### src/rtl/snn_debug_probe.sv
// snn_debug_probe: selects one membrane potential, spike layer, snapshot or spike count onto a narrow debug bus
// Ports:
//   clk, rst                 clock and asynchronous active-high reset
//   en, debug_config_in      config load strobe; [SEL_W-1:0]=sel, [6:5]=mode, [7] ignored
//   sample                   timestep strobe: snapshot capture and spike-count increment
//   membrane_potentials      N_MP flattened potentials of MP_W bits
//   output_spikes            N_LAYERS flattened spike vectors of SPK_W bits
//   debug_output/valid/chan  registered probe data, qualifier and channel index
module snn_debug_probe #(
    parameter int MP_W     = 5,
    parameter int N_MP     = 24,
    parameter int SPK_W    = 8,
    parameter int N_LAYERS = 3,
    parameter int OUT_W    = 8,
    parameter int SEL_W    = 5,
    parameter int SCAN_DIV = 4
) (
    input  logic                      clk,
    input  logic                      rst,
    input  logic                      en,
    input  logic [7:0]                debug_config_in,
    input  logic                      sample,
    input  logic [N_MP*MP_W-1:0]      membrane_potentials,
    input  logic [N_LAYERS*SPK_W-1:0] output_spikes,
    output logic [OUT_W-1:0]          debug_output,
    output logic                      debug_valid,
    output logic [SEL_W-1:0]          debug_chan
);
    localparam int N_CH  = N_MP + N_LAYERS;
    localparam int N_TAB = 2 ** SEL_W;
    localparam int DIV_W = $clog2(SCAN_DIV + 1);

    logic [1:0]                mode;
    logic [SEL_W-1:0]          sel;
    logic [N_MP*MP_W-1:0]      snap_mp;
    logic [N_LAYERS*SPK_W-1:0] snap_spk;
    logic                      snap_valid;
    logic [SEL_W-1:0]          scan_idx;
    logic [DIV_W-1:0]          div_cnt;
    logic [OUT_W-1:0]          spike_cnt;
    logic [OUT_W-1:0]          live_tab [N_TAB];
    logic [OUT_W-1:0]          snap_tab [N_TAB];
    logic                      div_zero;
    logic                      div_last;
    logic                      scan_wrap;
    logic [SEL_W-1:0]          cnt_idx;
    logic [OUT_W:0]            cnt_sum;
    logic [OUT_W-1:0]          cnt_next;
    logic                      cfg_unused;

    assign cfg_unused = debug_config_in[7];

    // Every possible index gets a table entry; indices past the last layer alias the last layer.
    genvar c;
    for (c = 0; c < N_TAB; c++) begin : g_map
        if (c < N_MP) begin : g_mp
            assign live_tab[c] = OUT_W'(membrane_potentials[c*MP_W +: MP_W]);
            assign snap_tab[c] = OUT_W'(snap_mp[c*MP_W +: MP_W]);
        end else begin : g_spk
            localparam int L = (c < N_CH) ? c - N_MP : N_LAYERS - 1;
            assign live_tab[c] = OUT_W'(output_spikes[L*SPK_W +: SPK_W]);
            assign snap_tab[c] = OUT_W'(snap_spk[L*SPK_W +: SPK_W]);
        end
    end

    assign div_zero  = div_cnt == '0;
    assign div_last  = div_cnt == DIV_W'(SCAN_DIV - 1);
    assign scan_wrap = scan_idx == SEL_W'(N_CH - 1);
    // A membrane sel counts the last layer, matching the channel-map default.
    assign cnt_idx   = (sel < SEL_W'(N_MP)) ? SEL_W'(N_CH - 1) : sel;
    assign cnt_sum   = {1'b0, spike_cnt} + (OUT_W + 1)'($countones(live_tab[cnt_idx]));
    assign cnt_next  = cnt_sum[OUT_W] ? '1 : cnt_sum[OUT_W-1:0];

    always_ff @(posedge clk or posedge rst) begin
        if (rst) begin
            mode       <= '0;
            sel        <= '0;
            snap_mp    <= '0;
            snap_spk   <= '0;
            snap_valid <= 1'b0;
            scan_idx   <= '0;
            div_cnt    <= '0;
            spike_cnt  <= '0;
        end else begin
            if (sample) begin
                snap_mp    <= membrane_potentials;
                snap_spk   <= output_spikes;
                snap_valid <= 1'b1;
            end
            if (en) begin
                mode      <= debug_config_in[6:5];
                sel       <= debug_config_in[SEL_W-1:0];
                scan_idx  <= '0;
                div_cnt   <= '0;
                spike_cnt <= '0;
            end else begin
                if (mode == 2'd1) begin
                    div_cnt <= div_last ? '0 : div_cnt + DIV_W'(1);
                    if (div_last)
                        scan_idx <= scan_wrap ? '0 : scan_idx + SEL_W'(1);
                end
                if (mode == 2'd3 && sample)
                    spike_cnt <= cnt_next;
            end
        end
    end

    // Scan mode holds data and channel between its one-cycle valid pulses.
    always_ff @(posedge clk or posedge rst) begin
        if (rst) begin
            debug_output <= '0;
            debug_valid  <= 1'b0;
            debug_chan   <= '0;
        end else begin
            debug_valid <= mode == 2'd1 ? div_zero : mode == 2'd2 ? snap_valid : 1'b1;
            if (mode != 2'd1 || div_zero) begin
                debug_output <= mode == 2'd0 ? live_tab[sel] :
                                mode == 2'd1 ? live_tab[scan_idx] :
                                mode == 2'd2 ? snap_tab[sel] : spike_cnt;
                debug_chan   <= mode == 2'd1 ? scan_idx : sel;
            end
        end
    end
endmodule

### config.mk
export PLATFORM = sky130hd
export DESIGN_NAME = snn_debug_probe
export DESIGN_NICKNAME = d
export VERILOG_FILES = /design/src/rtl/snn_debug_probe.sv
export SDC_FILE = /design/constraint.sdc
export NUM_CORES = 1
export LEC_CHECK = 0
export BUFFER_PORTS_ARGS = -buffer_cell sky130_fd_sc_hd__buf_2
export CAP_MARGIN = 40
export CORE_UTILIZATION = 40
export DETAILED_ROUTE_END_ITERATION = 8
export MAX_ROUTING_LAYER = met4
export PLACE_DENSITY_LB_ADDON = 0.12
export SLEW_MARGIN = 20
export SYNTH_ARGS = -nofsm -noshare
export SYNTH_HDL_FRONTEND = slang
export SYNTH_SLANG_ARGS = --single-unit
### constraint.sdc
create_clock -name clk -period 7.5 [get_ports clk]
set_input_delay 0.375 -clock clk [delete_from_list [all_inputs] [get_ports clk]]
set_output_delay 0.375 -clock clk [all_outputs]
set_load 0.005 [all_outputs]
==> results of run 1 <==
[final cells by class]
class / instances / area [sq um]
sequential: 182 / 4560
inverter: 13 / 53.8
clock buffer: 19 / 433
tap: 372 / 465
fill: 2508 / 14300
timing repair buffer: 188 / 1050
multi-input combinational: 630 / 6220
antenna: 3 / 7.51
clock inverter: 12 / 166
[state kept, by name (all words and copies together), names as in the netlist, 3 cells and up]
register	flops
debug_chan	5
sel	5
scan_idx	5
snap_mp	120
snap_spk	24
spike_cnt	8
debug_output	8
div_cnt	3
[per-stage QoR]
stage               power [mW]  worst slack [ns]  area (sq um)  std cells
floorplan                 1.56              2.18         11200        900
finish                    2.70              2.00         13000       1419
global route              2.82              1.64         13000       1419
CTS                       2.72              1.68         12900       1415
detailed placement        1.78              1.72         12300       1384
global placement          1.76              1.85         12300       1379
[critical path, cell delays in order, from the launching register on]
cell and delay (ns):
dfrtp_4 0.80, or2_0 0.19, buf_4 0.27, nor2_1 0.10
buf_4 0.19, o21ai_0 0.26, fa_1 0.47, fa_1 0.51
fa_1 0.43, fa_1 0.44, fa_1 0.48, nand2b_1 0.16
a21boi_0 0.27, o21ai_0 0.21, o21a_1 0.30, a311oi_1 0.28
[cells by family (layout without fill, tap and decap cells)]
kind of cell / after synthesis / count (layout) / synth area share [%]
other: 0 / 3 / 0
AO/OA/AOI/OAI: 143 / 143 / 8.34
multiplexers: 304 / 304 / 37.9
AND/OR/NAND/NOR: 165 / 165 / 6.93
buffers and inverters: 88 / 232 / 4.06
adder cells (fa/ha/maj): 15 / 15 / 2.01
XOR/XNOR: 3 / 3 / 0.234
flip-flops: 182 / 182 / 40.6
[layout by cell type (no fill, tap or decap), drive strengths merged, types with 3 or more instances in the layout]
| cell | count |
|---|---|
| inv | 16 |
| a22oi | 4 |
| and3 | 4 |
| nand2b | 7 |
| nand2 | 58 |
| nor3 | 6 |
| clkbuf | 19 |
| nand3 | 9 |
| o22ai | 6 |
| diode | 3 |
| or3 | 3 |
| or2 | 3 |
| bufinv | 3 |
| mux2i | 67 |
| fa | 5 |
| a2111oi | 4 |
| clkinvlp | 4 |
| dfrtp | 182 |
| a21oi | 28 |
| nor2b | 13 |
| mux4 | 77 |
| ha | 10 |
| a311oi | 3 |
| a211oi | 11 |
| nor2 | 45 |
| a22o | 3 |
| o21ai | 39 |
| nand3b | 5 |
| mux2 | 160 |
| buf | 188 |
| a211o | 3 |
| a31o | 3 |
| o211ai | 10 |
| a31oi | 9 |
| nand4 | 5 |
[power breakdown]
group / switching (mW) / internal (mW) / total [mW]
clock network: 0.417 / 0.529 / 0.946
logic: 0.300 / 0.302 / 0.602
registers: 0.0750 / 1.08 / 1.15
[per-layer routing]
layer	share of wire (%)	vias up	GRT usage (%)	wire, um
met5	0	-	-	0
met4	1.6	0	6.07	521
met3	5.6	37	4.69	1840
met2	48	241	38.4	16000
met1	45	4225	33.2	14800
li1	-	3704	-	-
[path summary, 6_finish.rpt]
kind	slack (ns)	end	from
worst max-delay path	2.00	spike_cnt[5]$_DFFE_PP0P_	sel[1]$_DFFE_PP0P_
worst min-delay path	0.03	snap_mp[5]$_DFFE_PP0P_	rst
worst max register to register	2.00	spike_cnt[5]$_DFFE_PP0P_	sel[1]$_DFFE_PP0P_
worst min register to register	0.48	snap_valid$_DFFE_PP0P_	snap_valid$_DFFE_PP0P_
max in group asynchronous	6.32	snap_spk[16]$_DFFE_PP0P_	rst
min in group clk	0.16	mode[0]$_DFFE_PP0P_	debug_config_in[5]
==> flow_summary.toml, run 1 <==
[synth]
synthCells = 900
ys_top_cells_by_count = "dfrtp_1, mux2_2, mux2i_1"
netlist.area_leader.share_pct = 40.6
async_flop_share_pct = 100
yosysSeqAreaShare_pct = 40.6
syn_area_sq_um = 11200
yosysMostFrequentCell = "dfrtp_1"
postSynthAreaPerCell_sq_um = 12.5
synth_fp_nets = 1071
ys.flop_type = "dfrtp_1"
synth-seq-cells = 182
ys_types = 58
synth-edff-count = 0
synth_area_leaders = "dfrtp_1, mux2_2, mux4_2"
yosysTopAreaCell = "dfrtp_1"
ys_warn_count = 0

[critical_path]
end_kind = "flop"
start_kind = "flop"
arrival_ns = 5.83
crit_type = "reg2reg"
crit_path_max_fanout = 36
r2r_cells = 15
crit_required_ns = 7.83

[grt]
grt_max_degree = 74
antenna_found_initial = 3
grt_pass1_vias = 8320
overflow = 0
grt_first_pass_wirelength_um = 51300
grt_use_total_pct = 24.6

[sta]
skew_ns = 0.0163
tns_ns = 0
finalHoldViolations = 0
tightest_slew_ns = 0.871
drv_slew = 0
fmax_mhz = 182
period_share_pct = 73.4
whs_ns = 0.0289
slew-limit-headroom_pct = 41.9
rsz0062_at_grt = "false"
post-route-min-period_ns = 5.50
setup_viol = 0

[clocking]
cts_tree = "done"
cts_root_buffer = "clkbuf_16"
htree_levels = 4
clk_pin_slew_worst_paths_ns = 0.08
post-cts-setup-buffers = 0
cts_resized = 0
cts_hold_buf = 0
cts_buffer_depth = 2
clock_latency_ns = 0.44
clock_sinks = 182
numCtsBuffers = 17

[route]
vias = 8207
drcViolationCount = 0
vias_per_cell = 5.78
detail-route-antenna-nets = 0
drt_iter0_markers = 465
wl_um = 33200
wl_per_cell_um = 23.4
dr.pass1.iters = 7

[placement]
numPortBuffers = 168
gp_congestion = 0.877
hpwl_um = 23800

[pwr]
peakVddDrop_v = 0.000110
powerDensity_nw_per_um2 = 208
p_leak_nw = 5.40

[floorplanning]
start_util_pct = 41.2
core_area_sq_um = 27300
die_h_um = 170
rows = 60
io-pin-count = 170
die_x_um = 170
dieArea_sq_um = 28700

[finish]
final_nets = 1203
finalCoreUtilization_pct = 47.6
drive_gt1_share_pct = 43.3
area_growth_syn_to_layout_pct = 15.5

[hold_path]
min_path_type = "in2async"

[outcome]
status = "finished clean"

[job]
maxCapViolations = 0
Power figures use the tool's default switching activity.
==> run 2, diff against run 1 <==
clock period = 5.55 ns   (was 7.5 ns; I/O delays follow)
==> flow_summary.toml, run 2 (synthesis gave the netlist of run 1 again) <==
[finish]
multi_input_area_sq_um = 6220
final_common_cell = "dfrtp_1"
drive_gt1_share_pct = 43.5
finalCoreUtilization_pct = 47.8
top_regs = "snap_mp: 120 flops, snap_spk: 24 flops"
area_growth_syn_to_layout_pct = 16.1
final_nets = 1208
seqCellArea_sq_um = 4560
fin_cells = 1425
fillerInstances = 2515
regMostFlops = "snap_mp"
largest_reg_flops = 120
mostFrequentLayoutCells = "dfrtp_1, buf_2, mux2_2, mux2i_1, mux4_2"
final_cell_area_sq_um = 13000

[grt]
antenna_found_initial = 3
overflow = 0
grt_use_total_pct = 25.1
grt_first_pass_wirelength_um = 51800
grt_pass1_vias = 8473
grt_max_degree = 100

[sta]
slew-limit-headroom_pct = 44.4
fmax_mhz = 211
whs_ns = 0.0595
setup_ws_ns = 0.815
post-route-min-period_ns = 4.74
finalHoldViolations = 0
tns_ns = 0
setup_viol = 0
tightest_slew_ns = 0.834
period_share_pct = 85.3
skew_ns = 0.0120
drv_slew = 0
rsz0062_at_grt = "false"

[route]
drt_iter0_markers = 671
wl_per_cell_um = 23.3
vias_per_cell = 5.77
detail-route-antenna-nets = 0
vias = 8219
wl_um = 33200
dr.pass1.iters = 5
drcViolationCount = 0

[job]
maxCapViolations = 0

[hold_path]
min_path_type = "in2reg"

[pwr]
p_leak_nw = 5.45
switching_share_pct = 30.0
totalPowerFinal_mw = 3.66
p_int_mw = 2.56
p_clk_share_pct = 35.0
power_frac_comb_pct = 22.9
p_seq_share_pct = 42.1
peakVddDrop_v = 0.000183
powerDensity_nw_per_um2 = 281
switchingPower_mw = 1.10

[critical_path]
critPathTopFamily = "adder cells"
timing.critical_path.mode_cell = "fa_1"
end_kind = "flop"
start_kind = "flop"
crit_type = "reg2reg"
cp.buffers_inverters = 1
crit_path_cell_trace = "or2_0 -> nor2_1 -> buf_4 -> nand2_1 -> o21ai_0 -> fa_1 -> fa_1 -> fa_1 -> fa_1 -> fa_1 -> nand2b_1 -> a21boi_0 -> o21ai_0 -> o21a_1 -> a311oi_1"
crit_path_max_fanout = 15
crit_required_ns = 5.89
max_stage_delay_ns = 0.51
arrival_ns = 5.08
slowest_stage = "fa_1"

[floorplanning]
start_util_pct = 41.2
die_x_um = 170
dieArea_sq_um = 28700
io-pin-count = 170
core_area_sq_um = 27300
die_h_um = 170
rows = 60

[placement]
numPortBuffers = 168
dpl_cell_area_sq_um = 12400
hpwl_um = 23700
detailedPlace.worstSlack_ns = 0.845
gp_congestion = 0.841
dp_cells = 1387

[clocking]
cts_root_buffer = "clkbuf_16"
numCtsBuffers = 17
post-cts-setup-buffers = 0
cts_resized = 0
cts_tree = "done"
clk_pin_slew_worst_paths_ns = 0.07
htree_levels = 4
cts_buffer_depth = 2
clock_latency_ns = 0.45
clock_sinks = 182

[outcome]
status = "finished clean"
-- run 2: tightest hold or removal path, cell delays in order --
cell and delay, ns:
buf_2 0.08, nand2_1 0.05, o21ai_0 0.06
-- run 2: power groups by stage --
stage	registers [mW]	clock network [mW]	logic, mW
CTS	1.54	1.31	0.839
global route	1.56	1.36	0.912
detailed placement	1.56	0	0.835
finish	1.54	1.28	0.836
global placement	1.56	0	0.816
floorplan	1.53	0	0.575
-- run 2: final timing paths --
path,start,endpoint,slack [ns],cells past startpoint
setup / recovery,sel[1]$_DFFE_PP0P_,spike_cnt[5]$_DFFE_PP0P_,0.81,15
hold / removal,debug_config_in[5],mode[0]$_DFFE_PP0P_,0.06,3
setup reg to reg,sel[1]$_DFFE_PP0P_,spike_cnt[5]$_DFFE_PP0P_,0.81,15
hold reg to reg,snap_valid$_DFFE_PP0P_,snap_valid$_DFFE_PP0P_,0.49,1
max in group asynchronous,rst,sel[1]$_DFFE_PP0P_,4.42,4
min in group asynchronous,rst,snap_mp[5]$_DFFE_PP0P_,0.30,3
-- run 2: final cells by class --
class / instances / area share (%)
flip-flops and latches: 182 / 35.0
repair buffers: 193 / 8.58
clock buffers: 18 / 3.37
clock inverters: 14 / 1.27
multi-input cells: 630 / 47.7
diodes: 3 / 0.0576
well taps: 372 / 3.57
inverters: 13 / 0.413
-- run 2: timing repair --
item                       in CTS  in global routing
setup endpoints to repair       0                  0
hold buffers                    0                  1
hold endpoints to repair        0                 10
-- run 2: layer usage --
layer  vias up  GRT usage (%)  part of all wire [%]  wire [um]
met3        33           4.36                   4.4       1480
met4         0           7.01                   1.8        601
met2       213           38.3                    48      15900
li1       3711              -                     -          -
met1      4262           34.3                    46      15300
met5         -              -                     0          0
